<file path="config.mk">
export PLATFORM = sky130hd
export DESIGN_NAME = fsm3_event_counter
export DESIGN_NICKNAME = d
export VERILOG_FILES = /design/src/rtl/fsm3_evcnt_pkg.sv /design/src/rtl/evcnt_fifo2.sv /design/src/rtl/fsm3_event_counter.sv
export SDC_FILE = /design/constraint.sdc
export NUM_CORES = 1
export LEC_CHECK = 0
export BUFFER_PORTS_ARGS = -buffer_cell sky130_fd_sc_hd__buf_4
export CAP_MARGIN = 25
export CORE_MARGIN = 1.5
export CORE_UTILIZATION = 45
export CTS_CLUSTER_SIZE = 14
export DETAILED_ROUTE_END_ITERATION = 7
export GPL_TIMING_DRIVEN = 0
export MAX_ROUTING_LAYER = met4
export PLACE_DENSITY = 0.63
export SLEW_MARGIN = 25
export SYNTH_ARGS = -nofsm -noshare
export SYNTH_HDL_FRONTEND = slang
export SYNTH_HIERARCHICAL = 1
export SYNTH_SLANG_ARGS = --single-unit
export TNS_END_PERCENT = 5
</file>
<file path="constraint.sdc">
create_clock -name clk -period 2.8 [get_ports clk]
set_input_delay 0.28 -clock clk [delete_from_list [all_inputs] [get_ports clk]]
set_output_delay 0.28 -clock clk [all_outputs]
set_load 0.1 [all_outputs]
</file>
<file path="src/rtl/fsm3_evcnt_pkg.sv">
// Shared constants and helpers for the windowed detect-event counter.
package fsm3_evcnt_pkg;

    localparam int unsigned WINDOW_DEF = 16;
    localparam int unsigned CNT_W_DEF  = 8;

    // a + b clamped to the largest value representable in w bits (w <= 32)
    function automatic logic [31:0] sat_add(input logic [31:0] a,
                                            input logic [31:0] b,
                                            input int unsigned w);
        logic [32:0] sum;
        logic [31:0] maxv;
        maxv = (w >= 32) ? '1 : ((32'd1 << w) - 32'd1);
        sum  = {1'b0, a} + {1'b0, b};
        return (sum > {1'b0, maxv}) ? maxv : sum[31:0];
    endfunction

endpackage

</file>
<file path="src/rtl/evcnt_fifo2.sv">
// Two-entry shift FIFO; entry e0 is always the head.
module evcnt_fifo2 #(
    parameter int unsigned W = 8
) (
    input  logic         clk,
    input  logic         areset,
    input  logic         clr,
    input  logic         push,
    input  logic [W-1:0] din,
    input  logic         pop,
    output logic [W-1:0] dout,
    output logic         full,
    output logic         empty
);

    logic [W-1:0] e0;
    logic [W-1:0] e1;
    logic [1:0]   count;
    logic         pop_ok_c;
    logic         push_ok_c;

    always_comb begin
        full      = (count == 2'd2);
        empty     = (count == 2'd0);
        pop_ok_c  = pop & ~empty;
        push_ok_c = push & (~full | pop_ok_c);
        dout      = e0;
    end

    always_ff @(posedge clk or negedge areset) begin
        if (!areset) begin
            e0    <= '0;
            e1    <= '0;
            count <= 2'd0;
        end else if (clr) begin
            e0    <= '0;
            e1    <= '0;
            count <= 2'd0;
        end else begin
            case ({push_ok_c, pop_ok_c})
                2'b10: begin
                    if (count == 2'd0) e0 <= din;
                    else               e1 <= din;
                    count <= count + 2'd1;
                end
                2'b01: begin
                    e0    <= e1;
                    count <= count - 2'd1;
                end
                2'b11: begin
                    // simultaneous pop keeps occupancy; new entry lands behind the survivor
                    if (count == 2'd1) begin
                        e0 <= din;
                    end else begin
                        e0 <= e1;
                        e1 <= din;
                    end
                end
                default: ;
            endcase
        end
    end

endmodule

</file>
<file path="src/rtl/fsm3_event_counter.sv">
// Counts rising edges of det per WINDOW-cycle window and queues each window's count.
module fsm3_event_counter
    import fsm3_evcnt_pkg::*;
#(
    parameter int unsigned WINDOW = WINDOW_DEF,
    parameter int unsigned CNT_W  = CNT_W_DEF
) (
    input  logic             clk,
    input  logic             areset,
    input  logic             det,
    input  logic             clr,
    output logic [CNT_W-1:0] cnt_data,
    output logic             cnt_valid,
    input  logic             cnt_ready,
    output logic             ovf
);

    localparam int unsigned       WCNT_W    = $clog2(WINDOW);
    localparam logic [WCNT_W-1:0] WCNT_LAST = WCNT_W'(WINDOW - 1);

    logic              det_q;
    logic [WCNT_W-1:0] wcnt;
    logic [CNT_W-1:0]  acc;
    logic [CNT_W-1:0]  head;
    logic [CNT_W-1:0]  result_c;
    logic              det_edge_c;
    logic              close_c;
    logic              pop_c;
    logic              push_c;
    logic              drop_c;
    logic              full;
    logic              empty;

    always_comb begin
        det_edge_c = det & ~det_q;
        close_c    = (wcnt == WCNT_LAST);
        result_c   = CNT_W'(sat_add(32'(acc), 32'(det_edge_c), CNT_W));
        pop_c      = ~empty & cnt_ready;
        // clear wins over a coincident window close
        push_c     = close_c & ~clr & (~full | pop_c);
        drop_c     = close_c & ~clr & full & ~pop_c;
        cnt_valid  = ~empty;
        cnt_data   = empty ? '0 : head;
    end

    always_ff @(posedge clk or negedge areset) begin
        if (!areset) det_q <= 1'b0;
        else         det_q <= det;
    end

    always_ff @(posedge clk or negedge areset) begin
        if (!areset) begin
            wcnt <= '0;
            acc  <= '0;
            ovf  <= 1'b0;
        end else if (clr) begin
            wcnt <= '0;
            acc  <= '0;
            ovf  <= 1'b0;
        end else begin
            wcnt <= close_c ? '0 : wcnt + WCNT_W'(1);
            acc  <= close_c ? '0 : result_c;
            if (drop_c) ovf <= 1'b1;
        end
    end

    evcnt_fifo2 #(.W(CNT_W)) u_fifo (
        .clk    (clk),
        .areset (areset),
        .clr    (clr),
        .push   (push_c),
        .din    (result_c),
        .pop    (pop_c),
        .dout   (head),
        .full   (full),
        .empty  (empty)
    );

endmodule

</file>
== Word-level counts from Yosys, hierarchy flattened ==
Index checks and enable logic that the tools add are counted.

* $add $sub $neg: 4
* $mul: 0
* Divide/modulo/power cells: 0
* Order comparisons: 1
* Equality and inequality tests: 9
* Shift-type cells: 0
* Multiplexer cells: 18
* Bitwise operators: 15
* Reductions and logical operators: 7

{| class="wikitable"
|+ Operators with widths
! operator !! number
|-
| 2-to-1 mux 8 bit || 10
|-
| one-hot mux 8 bit (3 select lines) || 1
|-
| one-hot mux 8 bit (2 select lines) || 1
|-
| adder 8 x 1 -> 9 bit || 1
|-
| > comparator 9 x 8 -> 1 bit, second input constant || 1
|-
| != test 3 bit, second input constant || 3
|-
| AND 1 bit || 8
|-
| 2-to-1 mux 4 bit || 2
|-
| equality test 2 bit, second input constant || 3
|-
| nonzero test 3 bit || 2
|-
| NOT 1 bit || 5
|-
| adder 4 x 1 -> 4 bit, second input constant || 1
|-
| equality test 2 x 1 -> 1 bit, second input constant || 2
|-
| equality test 4 bit, second input constant || 1
|-
| one-hot mux 2 bit (2 select lines) || 1
|-
| nonzero test 4 bit || 1
|-
| AND reduction 3 bit || 1
|-
| adder 2 x 1 -> 2 bit, second input constant || 1
|-
| zero test 2 bit || 1
|-
| 2-to-1 mux 1 bit || 2
|-
| 2-to-1 mux 2 bit || 1
|-
| bitwise OR 1 bit || 2
|-
| AND reduction 2 bit || 1
|-
| nonzero test 2 bit || 1
|-
| subtractor 2 x 1 -> 2 bit, second input constant || 1
|}

* Register bits: 32
* Bits in latches: 0
* RAM bits: 0
* Bits in read-only memories: 0
* Input port bits: 5
* Output and inout bits: 10
* Memories kept: 0

== Longest topological paths before layout ==
Gate-level depths: netlist of the first run.

* Depth after elaboration: 9
* Gate-level depth with buffers: 10
* Gate-level depth less buffers: 9

== By module ==
The synthesis of the first run kept the hierarchy.

{| class="wikitable"
|+ By module, submodules not included
! module !! instances !! cells an instance !! area an instance (um^2) !! sequential area each (um^2)
|-
| evcnt_fifo2 || 1 || 79 || 914.6 || 450.4
|-
| fsm3_event_counter || 1 || 82 || 764.5 || 350.3
|}

== Least setup slack after synthesis of the first run ==
Ideal clock, no wire load.

* Kind: register to output
* Start point: register u_fifo.count[0]
* End point: output port cnt_data[0]
* Arrival: 2.154 ns
* Required time: 2.520 ns
* Setup slack: 0.366 ns
* Stages on the path, launching flop included: 4
* Cell sequence: dfrtp_1 inv_1 ha_1 nor2b_1

* Word-level cells in the longest chain between the ends: 2

{| class="wikitable"
|+ Ends and longest elaborated chain
! item !! line !! source
|-
| from (decl) || evcnt_fifo2.sv:18 || <nowiki>logic [1:0] count;</nowiki>
|-
| from (signal assigned) || evcnt_fifo2.sv:44 || <nowiki>count <= count + 2'd1;</nowiki>
|-
| from (signal assigned) || evcnt_fifo2.sv:48 || <nowiki>count <= count - 2'd1;</nowiki>
|-
| zero test 2 bit || evcnt_fifo2.sv:24 || <nowiki>empty = (count == 2'd0);</nowiki>
|-
| named net empty || fsm3_event_counter.sv:32 || <nowiki>logic empty;</nowiki>
|-
| 2-to-1 mux 8 bit || fsm3_event_counter.sv:43 || <nowiki>cnt_data = empty ? '0 : head;</nowiki>
|-
| to (decl) || fsm3_event_counter.sv:12 || <nowiki>output logic [CNT_W-1:0] cnt_data,</nowiki>
|}

The timed path passes the listed nets, and every way through them passes these cells.

== Worst setup path in the final report of the first run ==
* Start point: register u_fifo.count[1]
* End point: register u_fifo.e0[7], in the netlist u_fifo/dout[7]

* Word-level cells in the longest chain between the ends: 9
* Elaborated cells on any way between the ends: 20
* Classes of those cells: eq/ne (6); mux (3); bitwise (8); reduce/logical (3)

{| class="wikitable"
|+ Ends and longest elaborated chain
! item !! line !! source
|-
| zero test 2 bit (*) || evcnt_fifo2.sv:24 ||
|-
| named net empty || fsm3_event_counter.sv:32 ||
|-
| NOT 1 bit (*) || fsm3_event_counter.sv:38 || <nowiki>pop_c = ~empty & cnt_ready;</nowiki>
|-
| AND 1 bit (*) || fsm3_event_counter.sv:38 ||
|-
| bitwise OR 1 bit (*) || fsm3_event_counter.sv:40 || <nowiki>push_c = close_c & ~clr & (~full | pop_c);</nowiki>
|-
| AND 1 bit (*) || fsm3_event_counter.sv:40 ||
|-
| named net push_c || fsm3_event_counter.sv:29 || <nowiki>logic push_c;</nowiki>
|-
| AND 1 bit (*) || evcnt_fifo2.sv:26 || <nowiki>push_ok_c = push & (~full | pop_ok_c);</nowiki>
|-
| equality test 2 bit / equality test 2 x 1 -> 1 bit (equally long branches) || evcnt_fifo2.sv:40 || <nowiki>case ({push_ok_c, pop_ok_c})</nowiki>
|-
| one-hot mux 8 bit (3 select lines) (tied with other cells) || evcnt_fifo2.sv:40 ||
|-
| 2-to-1 mux 8 bit / AND reduction 2 bit (equally long branches) || n/a ||
|-
| to (signal assigned) || evcnt_fifo2.sv:42 || <nowiki>if (count == 2'd0) e0 <= din;</nowiki>
|-
| to (signal assigned) || evcnt_fifo2.sv:53 || <nowiki>e0 <= din;</nowiki>
|-
| to (decl) || evcnt_fifo2.sv:16 || <nowiki>logic [W-1:0] e0;</nowiki>
|}

Mark *: on every way through the listed nets, which the timed path passes. The rest lies on a longest branch.
A chain may end at the register's enable or synchronous reset.

==> metrics.txt, run 1 <==
FF-to-FF setup slack=0.30 ns; syn nets=172; Cell Area, Synth=0.00168 mm2; synthesis-to-finish area growth=15.8%; placement row count=22; Cell Area, Placed=0.00184 mm2; die height=64.1 um; number of nets with antenna violations after routing=0; Overflow after GRT=0; CP max FO=15; leading area contributor after synthesis=dfrtp_1; Clock Latency Late Sink=0.29 ns; total design power=875 uW; PortBufs=14; worst slew pin tran=0.736 ns; fin worst setup slack=0.299 ns; synth unique cells=36; die area=0.00411 mm2; Post-synth ARST share=100%; first-pass GRT wire length=5380 um; Final Instance Area=0.00194 mm2; sequential fraction of the synthesis area=47.7%; Setup crit end kind=flop; starting density of the core=46.2%; met2 wire len=1480 um; Cell Count, Final, Fillers Out=232; Total Nets Final=194; most area-consuming cells after synthesis=dfrtp_1, mux2i_1, ha_1; Die X-Extent=64.1 um; antenna violations before repair=0; total CTS buffers=5; most frequent cell after synthesis=dfrtp_1; Placed Cells incl. Taps=223; final routed DRC violation total=0; n_diodes=0; Final Hold Fails=0; Sink Count=32; fmax=0.400 GHz; reg2reg end=u_fifo/dout[7]; period utilisation layout=89.3%; metal3 WL=125 um; Core ar.=0.00363 mm2; startpoint types=flop; CP Data Arrival Time=2.68 ns; Slew Limit Fails=0; WHS Path Cells=1; EDFF count, synth=0; DP Worst Slack=0.0977 ns; pin count of the biggest net entering global routing=33; drt first-iter violations=38; FILL cells=353; R2R cell count=10; synth cell count leaders=dfrtp_1, nand2_1, nor2b_1, inv_1, mux2i_1; PD cells=450 mW/mm2; CP required=2.98 ns; Synth top area share=47.7%; DR vias/cell=5.28; setup TNS=0 ns; Vias=1224; layout cells sized above 1=22.3%; clk_skew=0.00313 ns; I/O pin count=15; Hold Path Class=in2reg; HP Start=det; first-pass iteration count of the detailed router=4; Max Cap Viol=0; Clock Path Buffers=2; top layer in use=met4; final wirelength=3090 um; VDD IR-drop max=0.318 mV; Reg clk slew, reported paths=0.07 ns; RSZ-0062 raised after global routing=no; endpoints failing setup=0; static leakage=0.967 nW; postcts setup bufs=0; global-route total usage across every layer=17.5%; M1 wire length=1430 um; Slew headroom=50.7%; FF+latch count, synth=32; status=complete, no violations; DP HPWL=2270 um; CP Class=reg2reg; hold path endpoint=det_q; top_reg_cell synth=dfrtp_1; reg2reg start=u_fifo/count[1]; Root Buffer=clkbuf_8; GP Congestion=0.791; H-Tree Depth=2; Syn Inst Count=161; WL/cell=13.3 um; Finished Core Util=53.5%; worst hold slack=0.100 ns; crit path time final=2.50 ns; yosys synthesis warning count=6; vias in the first global route=1234; Syn Area/Cell=10.4 um2; TritonCTS clock tree=yes
worst max-delay path, cell delays in order (launching register included):
cell and delay (ns):
dfrtp_1 0.41, inv_1 0.13, ha_2 0.39, nand2b_1 0.20
a21oi_1 0.07, and2_1 0.15, buf_2 0.17, a311oi_4 0.47
or2_1 0.18, buf_6 0.15, o21ai_2 0.07
routing by layer:
metal	vias to the layer above	track usage [%]
met5	-	-
met2	28	28.6
met4	0	9.51
met3	5	4.05
met1	581	19.9
li1	610	-
cell type report:
class                   instances  area [um2]  area share, %
multi-input cells             116         822           42.3
flip-flops and latches         32         801           41.2
repair buffers                 15         115           5.92
clock buffers                   5        68.8           3.54
well taps                      48        60.1           3.09
inverters                       9        33.8           1.74
plain buffers                   4        25.0           1.29
clock inverters                 3        18.8          0.965
power by group:
part | leakage, nW | switching, mW | internal [mW]
logic | 0.478 | 0.0321 | 0.0187
registers | 0.441 | 0.00525 | 0.470
clock network | 0.0479 | 0.176 | 0.173
layout by cell type, fill, tap and decap left out, types with 2 or more instances in the layout:
cell type,synthesis,final
dfrtp_1,32,32
nand2_1,17,17
buf_4,0,14
nor2b_1,11,11
inv_1,9,9
mux2i_1,9,9
nor2_1,8,8
a21oi_1,8,8
o21ai_2,8,8
a22o_1,8,8
a31oi_1,5,5
ha_1,6,5
clkbuf_8,0,5
nand3_1,4,4
and3_1,3,3
xor2_1,3,3
nor3_1,3,3
a211oi_1,3,3
o21ai_0,2,2
xnor2_1,2,2
buf_2,2,2
nand2b_1,2,2
clkinv_2,0,2
sequential cells by signal, summed over array words and instances, names as in the netlist:
name,count
acc,8
det_q,1
ovf,1
u_fifo/count,2
u_fifo/dout,8
u_fifo/e1,8
wcnt,4
cell families (layout without fill, tap and decap cells):
logic type               after synthesis  after routing  share of synthesized area [%]
adder cells (fa/ha/maj)                6              6                           4.47
flip-flops                            32             32                           47.7
buffers and inverters                 13             36                           3.50
AND/OR/NAND/NOR                       59             59                           19.2
AO/OA/AOI/OAI                         37             37                           17.1
multiplexers                           9              9                           5.37
XOR/XNOR                               5              5                           2.61
worst max path at each step:
stage,from,slack (ns),end
floorplan,u_fifo/count[0],0.37,cnt_data[0]
global placement,u_fifo/count[1],0.25,u_fifo/dout[6]
detailed placement,u_fifo/count[1],0.1,u_fifo/dout[1]
CTS,u_fifo/count[1],0.1,u_fifo/dout[1]
global route,u_fifo/count[1],0.11,u_fifo/dout[7]
finish,u_fifo/count[1],0.30,u_fifo/dout[7]
timing repair:
item	in CTS	in global routing
resized for setup	0	1
endpoints found under the setup margin	0	16
hold buffers	1	0
hold endpoints to repair	32	0
Note: power is estimated with default switching activity, not from simulation.
==> run 2: changes to the inputs <==
--- a/config.mk
+++ b/config.mk
@@ -17,6 +17,5 @@
 export SLEW_MARGIN = 25
 export SYNTH_ARGS = -nofsm -noshare
 export SYNTH_HDL_FRONTEND = slang
-export SYNTH_HIERARCHICAL = 1
 export SYNTH_SLANG_ARGS = --single-unit
-export TNS_END_PERCENT = 5
+export TNS_END_PERCENT = 100
==> run 2 against run 1 <==
Compared with the run above: clock power is 5% lower; cell area is 0.26% higher; largest cell class unchanged; combinational power rose to 9.1 times the previous value; first-iteration DRC count decreased by 39%; area after synthesis grew 1.0%; cell count increased by 0.86%; die area up 0.99%; via count is 5.6% higher; sequential power increased by 5.5%; power rose by 48%; clock-buffer cell count rose by 1.
==> metrics.txt, run 2 <==
CP required=2.52 ns (was 2.98 ns); critical path cell sequence=inv_1 > ha_1 > clkbuf_1 > nor2b_1 > buf_4 (was inv_1 > ha_2 > nand2b_1 > a21oi_1 > and2_1 > buf_2 > a311oi_4 > or2_1 > buf_6 > o21ai_2); first-pass GRT wire length=6000 um (was 5380 um); period utilisation layout=79.4% (was 89.3%); endpoints failing setup=0 (unchanged); synth cell count leaders=dfrtp_1, nor2_1, nor2b_1, nand2_1, ha_1 (was dfrtp_1, nand2_1, nor2b_1, inv_1, mux2i_1); layout cells sized above 1=18.3% (was 22.3%); CP Class=reg2out (was reg2reg); sequential fraction of the synthesis area=47.2% (was 47.7%); top_reg_cell synth=dfrtp_1 (unchanged); status=complete, no violations (unchanged); number of nets with antenna violations after routing=0 (unchanged); fmax=0.450 GHz (was 0.400 GHz); PortBufs=14 (unchanged); Slew headroom=59.2% (was 50.7%); RSZ-0062 raised after global routing=no (unchanged); vias in the first global route=1328 (was 1234); startpoint types=flop (unchanged); gr busiest metal=met2 (unchanged); starting density of the core=46.7% (was 46.2%); Post-synth ARST share=100% (unchanged); TritonCTS clock tree=yes (unchanged); Setup crit end kind=primary output (was flop); Top Family by Delay on Critical Path=buffers and inverters (was compound AO/OA/AOI/OAI gates); I/O pin count=15 (unchanged); final wirelength=3530 um (was 3090 um); Cell Count, Final, Fillers Out=234 (was 232); Vias=1292 (was 1224); buffers plus inverters on the worst setup path=3 (unchanged); Overflow after GRT=0 (unchanged); static leakage=0.884 nW (was 0.967 nW); DP Worst Slack=0.874 ns (was 0.0977 ns); Clock Latency Late Sink=0.29 ns (about the same); CP Data Arrival Time=1.94 ns (was 2.68 ns); total CTS buffers=5 (unchanged); setup TNS=0 ns (unchanged); synth unique cells=44 (was 36); met3 Use GR=4.75% (was 4.05%); worst hold slack=0.109 ns (was 0.100 ns); syn nets=175 (was 172); CP max FO=10 (was 15); met1 Use GR=23.5% (was 19.9%); H-Tree Depth=2 (unchanged); Die X-Extent=64.4 um (was 64.1 um); met2 Use GR=32.6% (was 28.6%); synthesis-to-finish area growth=14.9% (was 15.8%); Slew Limit Fails=0 (unchanged); GP Congestion=0.836 (was 0.791); clk_skew=0.00572 ns (was 0.00313 ns); Reg clk slew, reported paths=0.06 ns (was 0.07 ns); DP HPWL=2550 um (was 2270 um); Finished Core Util=53.7% (was 53.5%); Root Buffer=clkbuf_8 (unchanged); Placed Cells incl. Taps=226 (was 223); crit path time final=2.22 ns (was 2.50 ns); PD cells=663 mW/mm2 (was 450 mW/mm2); VDD IR-drop max=0.372 mV (was 0.318 mV); Core ar.=0.00363 mm2 (unchanged); most frequent cell after synthesis=dfrtp_1 (unchanged); yosys synthesis warning count=0 (was 6); Final Hold Fails=0 (unchanged); most frequent cells in the layout=dfrtp_1, nor2_1, buf_4 (was dfrtp_1, nand2_1, buf_4); worst slew pin tran=0.611 ns (was 0.736 ns); post-cts resize count=0 (unchanged); Clock Path Buffers=2 (unchanged); Sink Count=32 (unchanged); global-route total usage across every layer=19.9% (was 17.5%); n_diodes=0 (unchanged); EDFF count, synth=0 (unchanged); DR vias/cell=5.52 (was 5.28); first-pass iteration count of the detailed router=4 (unchanged); Syn Area/Cell=10.3 um2 (was 10.4 um2); Max Cap Viol=0 (unchanged); die area=0.00415 mm2 (was 0.00411 mm2); drt first-iter violations=23 (was 38); Synth top area share=47.2% (was 47.7%); leading area contributor after synthesis=dfrtp_1 (unchanged); pin count of the biggest net entering global routing=33 (unchanged); die height=64.4 um (was 64.1 um); placement row count=22 (unchanged); Cell Area, Synth=0.00170 mm2 (was 0.00168 mm2); Total Nets Final=197 (was 194); slowest CP cell=clkbuf_1 (was a311oi_4); antenna violations before repair=0 (unchanged); FF+latch count, synth=32 (unchanged); Syn Inst Count=164 (was 161); most area-consuming cells after synthesis=dfrtp_1, nor2b_1, ha_1 (was dfrtp_1, mux2i_1, ha_1); most common cell after layout, fill and taps aside=dfrtp_1 (unchanged); fin worst setup slack=0.576 ns (was 0.299 ns); max incr delay on CP=0.43 ns (was 0.47 ns); final routed DRC violation total=0 (unchanged); Hold Path Class=in2reg (unchanged); FILL cells=357 (was 353); WL/cell=15.1 um (was 13.3 um)
[run 2: final cells by class]
| class | instances | area (um2) | area share [%] |
|---|---|---|---|
| multi-input cells | 123 | 858 | 44.0 |
| clock inverters | 1 | 5.00 | 0.257 |
| inverters | 5 | 18.8 | 0.963 |
| plain buffers | 4 | 18.8 | 0.963 |
| flip-flops and latches | 32 | 801 | 41.1 |
| well taps | 48 | 60.1 | 3.08 |
| repair buffers | 15 | 115 | 5.90 |
| clock buffers | 6 | 72.6 | 3.72 |
[run 2: path summary, 6_finish.rpt]
| kind | start | endpoint | slack, ns | depth (start not counted) |
|---|---|---|---|---|
| worst max-delay path | u_fifo.count[1] | cnt_data[2] | 0.58 | 5 |
| worst min-delay path | det | det_q | 0.11 | 1 |
| worst max register to register | u_fifo.count[1] | u_fifo.dout[5] | 0.82 | 6 |
| worst min register to register | wcnt[0] | wcnt[0] | 0.45 | 1 |
| max in group asynchronous | areset | wcnt[1] | 2.04 | 2 |
| min in group asynchronous | areset | u_fifo.e1[0] | 0.47 | 2 |
[run 2: metrics by stage]
| stage | instance area (um2) | total power [mW] |
|---|---|---|
| after floorplan | 1700 | 0.863 |
| after global placement | 1860 | 0.956 |
| after detailed placement | 1860 | 0.969 |
| after CTS | 1950 | 1.31 |
| after global routing | 1950 | 1.37 |
| final | 1950 | 1.29 |
[run 2: power by group]
part	internal, mW	total (mW)	leakage, nW	switching [mW]
Clock	0.168	0.329	0.0410	0.160
Combinational	0.142	0.462	0.403	0.320
Sequential	0.485	0.502	0.440	0.0172
Total	0.795	1.29	0.884	0.497
[run 2: kinds of logic (layout without fill, tap and decap cells)]
family / after synthesis / in the layout / share of synthesized area [%]
mux: 4 / 4 / 2.36
fa+ha+maj: 6 / 6 / 4.42
simple gates: 65 / 65 / 21.2
flops: 32 / 32 / 47.2
xor+xnor: 4 / 4 / 2.07
compound gates: 44 / 44 / 20.5
buf+inv: 9 / 31 / 2.21
[run 2: routing by layer]
metal | share of wire, % | up-vias | wire length [um]
met5 | 0 | - | 0
li1 | - | 633 | -
met3 | 2.9 | 6 | 104
met2 | 50 | 15 | 1750
met1 | 46 | 638 | 1620
met4 | 1.8 | 0 | 63
[run 2: what timing repair did]
item / CTS / global route
setup buffers: 0 / 0
hold endpoints to repair: 32 / 0
hold buffers: 1 / 0
==> run 3: changes to the inputs <==
--- a/config.mk
+++ b/config.mk
@@ -5,6 +5,7 @@
 export SDC_FILE = /design/constraint.sdc
 export NUM_CORES = 1
 export LEC_CHECK = 0
+export ABC_AREA = 1
 export BUFFER_PORTS_ARGS = -buffer_cell sky130_fd_sc_hd__buf_4
 export CAP_MARGIN = 25
 export CORE_MARGIN = 1.5
==> constraint.sdc (replaced) <==
create_clock -name clk -period 2.3 [get_ports clk]
set_input_delay 0.23 -clock clk [delete_from_list [all_inputs] [get_ports clk]]
set_output_delay 0.23 -clock clk [all_outputs]
set_load 0.1 [all_outputs]
==> run 3 against run 2 <==
Compared with the run above: wire length fell by 11%; global-route usage fell by 1.5 points; register-to-register slack got worse by 0.19 ns; first-iteration DRC count rose by 140%; sequential power rose by 24%; utilization rose by 1.6 points; die area rose by 6.3%; sequential share of layout area fell by 2.7 points; power rose by 38%; setup slack improved by 0.0025 ns; largest cell class unchanged.
==> metrics.txt, run 3 <==
drt first-iter violations=55 (was 23); TritonCTS clock tree=yes (unchanged); WHS Path Cells=1 (unchanged); first-pass GRT wire length=5820 um (was 6000 um); die height=66.4 um (was 64.4 um); Clock Path Buffers=2 (unchanged); most frequent cells in the layout=nand2_1, inv_1, dfrtp_1 (was dfrtp_1, nor2_1, buf_4); worst slew pin tran=0.397 ns (was 0.611 ns); CP Capture Point=cnt_data[0] (was cnt_data[2]); Core ar.=0.00377 mm2 (was 0.00363 mm2); met1 Use GR=23.1% (was 23.5%); status=complete, no violations (unchanged); final wirelength=3150 um (was 3530 um); top_reg_cell synth=dfrtp_1 (unchanged); startpoint types=flop (unchanged); first-pass iteration count of the detailed router=4 (unchanged); Root Buffer=clkbuf_8 (unchanged); met2 Use GR=29.6% (was 32.6%); clk_skew=0.00774 ns (was 0.00572 ns); total CTS buffers=5 (unchanged); most common cell after layout, fill and taps aside=nand2_1 (was dfrtp_1); Setup crit end kind=primary output (unchanged); synth cell count leaders=nand2_1, inv_1, dfrtp_1, nor2_1, a21oi_1 (was dfrtp_1, nor2_1, nor2b_1, nand2_1, ha_1); CP required=2.07 ns (was 2.52 ns); Synth top area share=44.3% (was 47.2%); layout cells sized above 1=18.0% (was 18.3%); FILL cells=352 (was 357); Final Instance Area=0.00208 mm2 (was 0.00195 mm2); Vias=1335 (was 1292); CP max FO=10 (unchanged); leading area contributor after synthesis=dfrtp_1 (unchanged); synth unique cells=29 (was 44); post-cts resize count=0 (unchanged); number of nets with antenna violations after routing=0 (unchanged); VDD IR-drop max=0.495 mV (was 0.372 mV); pin count of the biggest net entering global routing=33 (unchanged); Die X-Extent=66.4 um (was 64.4 um); CP Data Arrival Time=1.49 ns (was 1.94 ns); Sink Count=32 (unchanged); Final Hold Fails=0 (unchanged); FF+latch count, synth=32 (unchanged); Hold Path Class=in2reg (unchanged); EDFF count, synth=0 (unchanged); reg2reg start=u_fifo.count[0] (was u_fifo.count[1]); Overflow after GRT=0 (unchanged); RSZ-0062 raised after global routing=no (unchanged); starting density of the core=48.0% (was 46.7%); n_diodes=0 (unchanged); syn nets=234 (was 175); Slew headroom=73.6% (was 59.2%); gr busiest metal=met2 (unchanged); Slew Limit Fails=0 (unchanged); yosys synthesis warning count=0 (unchanged); DR vias/cell=4.56 (was 5.52); endpoints failing setup=0 (unchanged); PD cells=859 mW/mm2 (was 663 mW/mm2); DP HPWL=2280 um (was 2550 um); Reg clk slew, reported paths=0.06 ns (about the same); Cell Area, Synth=0.00181 mm2 (was 0.00170 mm2); Multi-input gate area=830 um2 (was 858 um2); PortBufs=13 (was 14); fmax=0.581 GHz; die area=0.00441 mm2 (was 0.00415 mm2); vias in the first global route=1322 (was 1328); Max Cap Viol=0 (unchanged); placement row count=22 (unchanged); sequential fraction of the synthesis area=44.3% (was 47.2%); H-Tree Depth=2 (unchanged); antenna violations before repair=0 (unchanged); I/O pin count=15 (unchanged); FF-to-FF setup slack=0.63 ns (was 0.82 ns); reg2reg end=u_fifo.dout[0] (was u_fifo.dout[5]); GP Congestion=0.813 (was 0.836); Syn Inst Count=223 (was 164); global-route total usage across every layer=18.4% (was 19.9%); setup TNS=0 ns (unchanged); Syn Area/Cell=8.11 um2 (was 10.3 um2); crit path time final=1.72 ns; WL/cell=10.7 um (was 15.1 um); Post-CTS Hold Fix Bufs=1 (unchanged); CP Class=reg2out (unchanged); final routed DRC violation total=0 (unchanged); Post-synth ARST share=100% (unchanged); postcts setup bufs=0 (unchanged); period utilisation layout=74.8%; static leakage=1.10 nW (was 0.884 nW); most area-consuming cells after synthesis=dfrtp_1, nand2_1, inv_1 (was dfrtp_1, nor2b_1, ha_1); Reg area=801 um2 (unchanged); Crit. Startpoint=u_fifo.count[0] (was u_fifo.count[1]); met3 Use GR=3.07% (was 4.75%); R2R cell count=11 (was 6); synthesis-to-finish area growth=15.2% (was 14.9%); Clock Latency Late Sink=0.28 ns (was 0.29 ns); Total Nets Final=255 (was 197); Cell Area, Placed=0.00197 mm2 (was 0.00186 mm2); most frequent cell after synthesis=nand2_1 (was dfrtp_1)
run 3: cell count changes after synthesis, sizes merged, moves of 5 or more:
cell and delta:
inv +32, nor2b -13, a21o -5, nand2 +51, nand3 +7, a211oi -5
a21oi +11, nand2b -5, o2bb2ai -5, nor2 +17
run 3: kinds of logic (layout without fill, tap and decap cells):
group | count (synthesis) | in the layout | synth area share, %
adders and majority gates | 6 | 6 | 4.15
and+or+nand+nor | 109 | 109 | 29.5
xor gates and xnor gates | 2 | 2 | 0.968
DFF | 32 | 32 | 44.3
AOI/OAI and AO/OA | 33 | 33 | 11.2
buffers and inverters | 41 | 63 | 9.89
run 3: where the power goes:
| part | leakage [nW] | total, mW | internal [mW] | switching (mW) |
|---|---|---|---|---|
| registers | 0.438 | 0.620 | 0.601 | 0.0199 |
| logic | 0.609 | 0.650 | 0.183 | 0.468 |
| clock network | 0.0552 | 0.519 | 0.321 | 0.198 |
run 3: layout make-up:
cell class / instances / area share (%)
Buffer: 4 / 1.56
Clock buffer: 6 / 3.48
Clock inverter: 2 / 1.68
Inverter: 37 / 7.02
Multi-Input combinational cell: 150 / 39.8
Sequential cell: 32 / 38.4
Tap cell: 48 / 2.88
Timing Repair Buffer: 14 / 5.16
run 3: how the worst min path moves through the flow:
stage                          to    from  slack, ns
final                       det_q     det       0.07
after floorplan            acc[0]  areset      -0.07
after detailed placement  wcnt[2]  areset       0.19
after CTS                   det_q     det       0.06
after global routing        det_q     det       0.06
after global placement    wcnt[3]  areset       0.19
run 3: critical path: stages, from the launching register on:
cell and delay, ns:
dfrtp_1 0.37, inv_1 0.08, ha_1 0.21, buf_6 0.15
nor2_1 0.11, buf_4 0.29
run 3: per-layer routing:
metal  up-vias  wire [um]
li1        733          -
met1       574       1530
met2        20       1470
met3         8         90
met4         0         62
met5         -          0
run 3: stage by stage:
step           instances  hold slack [ns]  utilization (%)  power (mW)  setup slack, ns
6_report             293           0.0661             55.3        1.79            0.579
2_1_floorplan        223          -0.0656                -        1.17           0.0473
5_1_grt              293           0.0568             55.3        1.91            0.404
3_5_place_dp         284            0.192             52.2        1.29            0.616
3_3_place_gp         284            0.192             52.2        1.28            0.623
4_1_cts              293           0.0589             55.3        1.81            0.560
